`config.mk`:
```
export PLATFORM = sky130hd
export DESIGN_NAME = spi_reg_bridge_flat
export DESIGN_NICKNAME = d
export VERILOG_FILES = /design/src/rtl/spi_bridge_pkg.sv /design/src/rtl/spi_reg_bridge_if.sv /design/src/rtl/spi_reg_bridge.sv /design/src/flat_wrapper.sv
export SDC_FILE = /design/constraint.sdc
export NUM_CORES = 1
export LEC_CHECK = 0
export CAP_MARGIN = 5
export CORE_ASPECT_RATIO = 1.1
export CORE_UTILIZATION = 52
export CTS_CLUSTER_DIAMETER = 150
export DETAILED_ROUTE_END_ITERATION = 8
export PLACE_DENSITY = 0.85
export SYNTH_ARGS = -nofsm -noshare
export SYNTH_HDL_FRONTEND = slang
export SYNTH_SLANG_ARGS = --single-unit
```
`constraint.sdc`:
```
create_clock -name clk -period 4.6 [get_ports clk]
set_input_delay 0.46 -clock clk [delete_from_list [all_inputs] [get_ports clk]]
set_output_delay 0.46 -clock clk [all_outputs]
set_load 0.1 [all_outputs]
```
`src/rtl/spi_bridge_pkg.sv`:
```
// Shared types and constants for the SPI byte-to-register-bus bridge.
// Holds the FSM state encoding, command byte layout and the read error fill value.
package spi_bridge_pkg;

    typedef enum logic [1:0] {
        IDLE    = 2'd0,
        CMD     = 2'd1,
        WR_DATA = 2'd2,
        RD_DATA = 2'd3
    } state_t;

    localparam int         ADDR_W     = 7;
    localparam int         CMD_WR_BIT = 7;
    localparam int         ADDR_MSB   = 6;
    localparam logic [7:0] ERR_FILL   = 8'hFF;

    // Limit is one bit wider than the address so a limit of 128 admits every address.
    function automatic logic addr_in_range(input logic [ADDR_W-1:0] addr,
                                           input logic [ADDR_W:0]   limit);
        return {1'b0, addr} < limit;
    endfunction

endpackage

```
`src/rtl/spi_reg_bridge_if.sv`:
```
// Register bus between the SPI bridge (master) and the register file (slave).
// Write/read strobes are single-cycle; read data returns one cycle after the read strobe.
interface spi_reg_bridge_if;

    logic [spi_bridge_pkg::ADDR_W-1:0] bus_addr;
    logic [7:0]                        bus_wdata;
    logic                              bus_wr;
    logic                              bus_rd;
    logic [7:0]                        bus_rdata;

    modport master (
        output bus_addr,
        output bus_wdata,
        output bus_wr,
        output bus_rd,
        input  bus_rdata
    );

    modport slave (
        input  bus_addr,
        input  bus_wdata,
        input  bus_wr,
        input  bus_rd,
        output bus_rdata
    );

endinterface

```
`src/rtl/spi_reg_bridge.sv`:
```
// Decodes SPI command/data byte frames into auto-incrementing register bus accesses
// and supplies the next transmit byte (status, write echo or read data) to the shift stage.
module spi_reg_bridge
    import spi_bridge_pkg::*;
#(
    parameter logic [7:0]      STATUS_BYTE = 8'h5A,
    parameter logic [ADDR_W:0] ADDR_LIMIT  = 8'd64
) (
    input  logic                    clk,
    input  logic                    rst,
    input  logic                    ena,
    input  logic                    ss,
    input  logic                    byte_valid,
    input  logic [7:0]              rx_byte,
    output logic [7:0]              tx_byte,
    output logic                    err,
    output logic                    frame_active,
    spi_reg_bridge_if.master        bus
);

    state_t            state_q, state_d;
    logic [ADDR_W-1:0] addr_q, addr_d;
    logic [ADDR_W-1:0] next_addr;
    logic [7:0]        wdata_q, wdata_d;
    logic [7:0]        tx_q, tx_d;
    logic              wr_q, wr_d;
    logic              rd_q, rd_d;
    logic              rd_oor_q, rd_oor_d;
    logic              cap_q, cap_d;
    logic              fill_q, fill_d;
    logic              inc_q, inc_d;
    logic              err_q, err_d;
    logic              active_q, active_d;
    logic              accept;

    assign accept    = byte_valid & ena & ~ss;
    assign next_addr = addr_q + 7'd1;

    // Writes increment the address one cycle late so the write strobe still sees the
    // address it targets; reads increment at once so the prefetch uses the new address.
    always_comb begin
        state_d  = state_q;
        addr_d   = inc_q ? next_addr : addr_q;
        wdata_d  = wdata_q;
        wr_d     = 1'b0;
        rd_d     = 1'b0;
        rd_oor_d = 1'b0;
        cap_d    = rd_q;
        fill_d   = rd_oor_q;
        inc_d    = 1'b0;
        err_d    = err_q;
        active_d = active_q;
        tx_d     = cap_q ? bus.bus_rdata : (fill_q ? ERR_FILL : tx_q);

        case (state_q)
            IDLE: begin
                if (!ss) begin
                    state_d = CMD;
                end
            end
            CMD: begin
                if (accept) begin
                    addr_d   = rx_byte[ADDR_MSB:0];
                    err_d    = 1'b0;
                    active_d = 1'b1;
                    if (rx_byte[CMD_WR_BIT]) begin
                        state_d = WR_DATA;
                    end else begin
                        state_d = RD_DATA;
                        if (addr_in_range(rx_byte[ADDR_MSB:0], ADDR_LIMIT)) begin
                            rd_d = 1'b1;
                        end else begin
                            rd_oor_d = 1'b1;
                            err_d    = 1'b1;
                        end
                    end
                end
            end
            WR_DATA: begin
                if (accept) begin
                    inc_d = 1'b1;
                    if (addr_in_range(addr_q, ADDR_LIMIT)) begin
                        wr_d    = 1'b1;
                        wdata_d = rx_byte;
                        tx_d    = rx_byte;
                    end else begin
                        err_d = 1'b1;
                    end
                end
            end
            RD_DATA: begin
                if (accept) begin
                    addr_d = next_addr;
                    if (addr_in_range(next_addr, ADDR_LIMIT)) begin
                        rd_d = 1'b1;
                    end else begin
                        rd_oor_d = 1'b1;
                        err_d    = 1'b1;
                    end
                end
            end
            default: state_d = IDLE;
        endcase

        // Deselect aborts the frame; strobes already registered are left to finish.
        if (ss) begin
            state_d  = IDLE;
            active_d = 1'b0;
            tx_d     = STATUS_BYTE;
            cap_d    = 1'b0;
            fill_d   = 1'b0;
            rd_oor_d = 1'b0;
        end
    end

    // Reset overrides the clock enable; with ena low everything holds so pending
    // strobes are deferred rather than lost.
    always_ff @(posedge clk) begin
        if (!rst) begin
            state_q  <= IDLE;
            addr_q   <= '0;
            wdata_q  <= '0;
            tx_q     <= STATUS_BYTE;
            wr_q     <= 1'b0;
            rd_q     <= 1'b0;
            rd_oor_q <= 1'b0;
            cap_q    <= 1'b0;
            fill_q   <= 1'b0;
            inc_q    <= 1'b0;
            err_q    <= 1'b0;
            active_q <= 1'b0;
        end else if (ena) begin
            state_q  <= state_d;
            addr_q   <= addr_d;
            wdata_q  <= wdata_d;
            tx_q     <= tx_d;
            wr_q     <= wr_d;
            rd_q     <= rd_d;
            rd_oor_q <= rd_oor_d;
            cap_q    <= cap_d;
            fill_q   <= fill_d;
            inc_q    <= inc_d;
            err_q    <= err_d;
            active_q <= active_d;
        end
    end

    assign bus.bus_addr  = addr_q;
    assign bus.bus_wdata = wdata_q;
    assign bus.bus_wr    = wr_q & ena;
    assign bus.bus_rd    = rd_q & ena;
    assign tx_byte       = tx_q;
    assign err           = err_q;
    assign frame_active  = active_q;

endmodule

```
`src/flat_wrapper.sv`:
```
// flat-port wrapper written by rule: the top's interface ports become plain ports
module spi_reg_bridge_flat import spi_bridge_pkg::*;
#(
    parameter logic [7:0]      STATUS_BYTE = 8'h5A,
    parameter logic [ADDR_W:0] ADDR_LIMIT  = 8'd64
)
  (clk, rst, ena, ss, byte_valid, rx_byte, tx_byte, err, frame_active, bus_bus_addr, bus_bus_wdata, bus_bus_wr, bus_bus_rd, bus_bus_rdata);
  spi_reg_bridge_if bus_i ();
  input  logic clk;
  input  logic rst;
  input  logic ena;
  input  logic ss;
  input  logic byte_valid;
  input  logic [7:0] rx_byte;
  output logic [7:0] tx_byte;
  output logic err;
  output logic frame_active;
  output wire logic [$bits(bus_i.bus_addr)-1:0] bus_bus_addr;
  output wire logic [$bits(bus_i.bus_wdata)-1:0] bus_bus_wdata;
  output wire logic [$bits(bus_i.bus_wr)-1:0] bus_bus_wr;
  output wire logic [$bits(bus_i.bus_rd)-1:0] bus_bus_rd;
  input wire logic [$bits(bus_i.bus_rdata)-1:0] bus_bus_rdata;
  assign bus_bus_addr = bus_i.bus_addr;
  assign bus_bus_wdata = bus_i.bus_wdata;
  assign bus_bus_wr = bus_i.bus_wr;
  assign bus_bus_rd = bus_i.bus_rd;
  assign bus_i.bus_rdata = bus_bus_rdata;
  spi_reg_bridge #(.STATUS_BYTE(STATUS_BYTE), .ADDR_LIMIT(ADDR_LIMIT)) u_core (.clk(clk), .rst(rst), .ena(ena), .ss(ss), .byte_valid(byte_valid), .rx_byte(rx_byte), .tx_byte(tx_byte), .err(err), .frame_active(frame_active), .bus(bus_i));
endmodule
```
==> insert_results.sql <==
INSERT INTO impl_metrics (metric_group, metric, value, unit) VALUES
('clock_network', 'cts_resized', '0', ''),
('synth', 'yosysWarningCount', '0', ''),
('setup_path', 'critical_path_rt', '4.14', 'ns'),
('setup_path', 'worst_ep_arrival_time', '2.52', 'ns'),
('setup_path', 'worstRegToRegCells', '5', ''),
('hold_path', 'hold_path_startpoint', 'u_core.bus.bus_wdata[1]$_SDFFE_PN0P_', ''),
('clock_network', 'cts_num_sinks', '33', ''),
('synth', 'synthesis.instances', '225', ''),
('global_routing', 'grt_pass1_vias', '1642', ''),
('global_routing', 'grt_use_total', '0.271', ''),
('pwr', 'switching_share', '0.298', ''),
('routing', 'via_per_inst', '6.06', ''),
('synth', 'synth.distinct_cells', '56', ''),
('final_layout', 'area_occupied_by_multi_input_gates', '1000', 'um2'),
('timing', 'maxSlewHeadroom', '0.352', ''),
('timing', 'slew_violations', '0', ''),
('clock_network', 'max_h_tree_level', '2', ''),
('floorplan', 'die_height', '63.5', 'um'),
('setup_path', 'critical_path_peak_fanout', '26', ''),
('job', 'cap_viol_max_count', '0', ''),
('pwr', 'sequentialPowerShare', '0.551', ''),
('synth', 'ys_seq_area_frac', '0.370', ''),
('timing', 'worst_slew_pin_slew', '0.969', 'ns'),
('routing', 'detail-route-antenna-nets', '0', ''),
('global_routing', 'grt_first_pass_wirelength', '7.78', 'mm'),
('final_layout', 'areaGrowthSynthToFinish', '27.0', '%'),
('hold_path', 'hold-path-cell-count', '2', ''),
('final_layout', 'finish.net_count', '288', ''),
('final_layout', 'count_of_fill_cells_added_during_filler_insertion', '283', ''),
('pwr', 'power_switching', '160', 'uW'),
('clock_network', 'cts_setup_buffers', '0', ''),
('run_status', 'violations_in_the_final_reports', 'DRC', ''),
('clock_network', 'max-clock-path-buffers', '2', ''),
('setup_path', 'worst_flop_to_flop_path_endpoint', 'u_core.tx_byte[7]$_SDFFE_PN0P_', ''),
('synth', 'synth-edff-count', '0', ''),
('floorplan', 'initial_core_util', '0.567', ''),
('routing', 'firstDrtPassIters', '9', ''),
('floorplan', 'floorplan.die_area', '3670', 'um2'),
('timing', 'timing.final.setup_violations', '0', ''),
('setup_path', 'ff2ff_setup_slack', '2.63', 'ns'),
('routing', 'dr_total_vias', '1823', ''),
('pwr', 'internal-power', '376', 'uW'),
('global_routing', 'antenna_violations_before_repair', '0', ''),
('synth', 'async_flop_share', '0', ''),
('run_status', 'outcome', 'finished with violations', ''),
('clock_network', 'postCtsHoldBufs', '0', ''),
('synth', 'post-synth-top-area-fraction', '0.370', ''),
('setup_path', 'timing.setup.critical_path_class', 'in -> out', ''),
('synth', 'synthFlopType', 'sky130_fd_sc_hd__dfxtp_1', ''),
('place', 'gpl.final_weighted_congestion', '0.932', ''),
('timing', 'finalSetupTns', '0', 'ns'),
('synth', 'yosys.cell_count.top_type', 'sky130_fd_sc_hd__dfxtp_1', ''),
('clock_network', 'cts_tree', 'yes', ''),
('pwr', 'p_per_area', '236', 'nW/um2'),
('synth', 'mappedNetlistNets', '247', ''),
('routing', 'wl_per_cell', '15.6', 'um'),
('timing', 'clock_skew', '0.0183', 'ns'),
('floorplan', 'die_width', '57.9', 'um'),
('global_routing', 'grt_max_degree', '27', ''),
('pwr', 'total_leakage_power', '0.814', 'nW'),
('routing', 'post-route-drc-count', '1', ''),
('synth', 'synth.ff_latch_count', '33', ''),
('setup_path', 'crit_path_start_kind', 'input pin', ''),
('place', 'port-buffer-count', '47', ''),
('clock_network', 'clk_latency', '0.36', 'ns'),
('pwr', 'power.share.clock', '0.309', ''),
('pwr', 'peakVddDrop', '0.000173', 'V'),
('routing', 'drt_iter0_markers', '90', ''),
('floorplan', 'floorplan.core_area', '3150', 'um2'),
('pwr', 'comb_power_share', '0.140', ''),
('timing', 'fmax', '336', 'MHz');
## critical path, stage by stage
cell and delay, ns:
sky130_fd_sc_hd__clkdlybuf4s50_1 0.45, sky130_fd_sc_hd__buf_4 0.27, sky130_fd_sc_hd__and2_1 0.20, sky130_fd_sc_hd__clkdlybuf4s50_1 1.13
## worst max path at each step
| stage | cells past startpoint | endpoint | start |
|---|---|---|---|
| after CTS | 4 | bus_bus_rd | ena |
| after detailed placement | 4 | bus_bus_rd | ena |
| after global routing | 4 | bus_bus_rd | ena |
| after global placement | 4 | bus_bus_rd | ena |
| final | 4 | bus_bus_rd | ena |
| after floorplan | 6 | u_core.err$_SDFFE_PN0P_ | u_core.bus.bus_addr[0]$_SDFFE_PN0P_ |
## layout by cell type (no fill, tap or decap), types with 3 or more instances in the layout
cell                              synthesis  final
sky130_fd_sc_hd__clkdlybuf4s50_1          0     47
sky130_fd_sc_hd__dfxtp_1                 33     33
sky130_fd_sc_hd__a31oi_1                  5      5
sky130_fd_sc_hd__nor2b_1                  4      4
sky130_fd_sc_hd__inv_1                    5      5
sky130_fd_sc_hd__nor3_1                   7      7
sky130_fd_sc_hd__a211oi_1                 5      5
sky130_fd_sc_hd__nor2_1                  17     17
sky130_fd_sc_hd__a21oi_1                 28     28
sky130_fd_sc_hd__nand2_1                 31     31
sky130_fd_sc_hd__and3_1                   3      3
sky130_fd_sc_hd__or3_1                    4      4
sky130_fd_sc_hd__clkbuf_4                 0      5
sky130_fd_sc_hd__o21ai_0                 16     16
sky130_fd_sc_hd__nand3_1                  6      6
sky130_fd_sc_hd__a21o_1                   3      3
## cells by family (layout without fill, tap and decap cells)
| family | count (synthesis) | count (layout) | share of synthesized area |
|---|---|---|---|
| buffers and inverters | 21 | 63 | 0.0693 |
| xor gates and xnor gates | 1 | 1 | 0.00490 |
| adders and majority gates | 1 | 1 | 0.00700 |
| AOI/OAI and AO/OA | 77 | 77 | 0.271 |
| and+or+nand+nor | 90 | 90 | 0.267 |
| DFF | 33 | 33 | 0.370 |
| muxes | 2 | 2 | 0.0112 |
## area by class of cell
type / count / share of cell area
clock buffers: 5 / 0.0165
repair buffers: 49 / 0.214
clock inverters: 3 / 0.00772
flip-flops and latches: 33 / 0.291
inverters: 6 / 0.00993
multi-input cells: 171 / 0.442
well taps: 34 / 0.0188
## flip-flops by register name (all words and copies together), names as in the netlist
| register | cells |
|---|---|
| u_core.bus.bus_addr | 7 |
| u_core.bus.bus_wdata | 8 |
| u_core.cap_q | 1 |
| u_core.err | 1 |
| u_core.fill_q | 1 |
| u_core.frame_active | 1 |
| u_core.inc_q | 1 |
| u_core.rd_oor_q | 1 |
| u_core.rd_q | 1 |
| u_core.state_q | 2 |
| u_core.tx_byte | 8 |
| u_core.wr_q | 1 |
## routing by layer
layer / global-route usage / vias up / wire (um)
met3: 0.0678 / 8 / 309
met2: 0.420 / 74 / 2270
met4: 0.0863 / 0 / 59
li1: - / 901 / -
met5: 0 / - / 0
met1: 0.366 / 840 / 2050
## per-stage QoR
stage	utilization	instances	worst slack (ns)	hold WS [ns]	cell area (um2)
floorplan	-	225	2.25	0.436	1790
global placement	0.702	293	1.64	0.442	2210
detailed placement	0.702	293	1.63	0.449	2210
CTS	0.719	301	1.62	0.464	2270
global route	0.719	301	1.58	0.474	2270
finish	0.719	301	1.62	0.462	2270
## power groups by stage
stage	logic, mW	clock network (mW)	registers [mW]
finish	0.0751	0.165	0.296
global route	0.0795	0.181	0.297
CTS	0.0747	0.165	0.295
detailed placement	0.0744	0	0.302
global placement	0.0737	0	0.302
floorplan	0.0339	0	0.312
No activity file was read; power rests on OpenSTA's default activity.
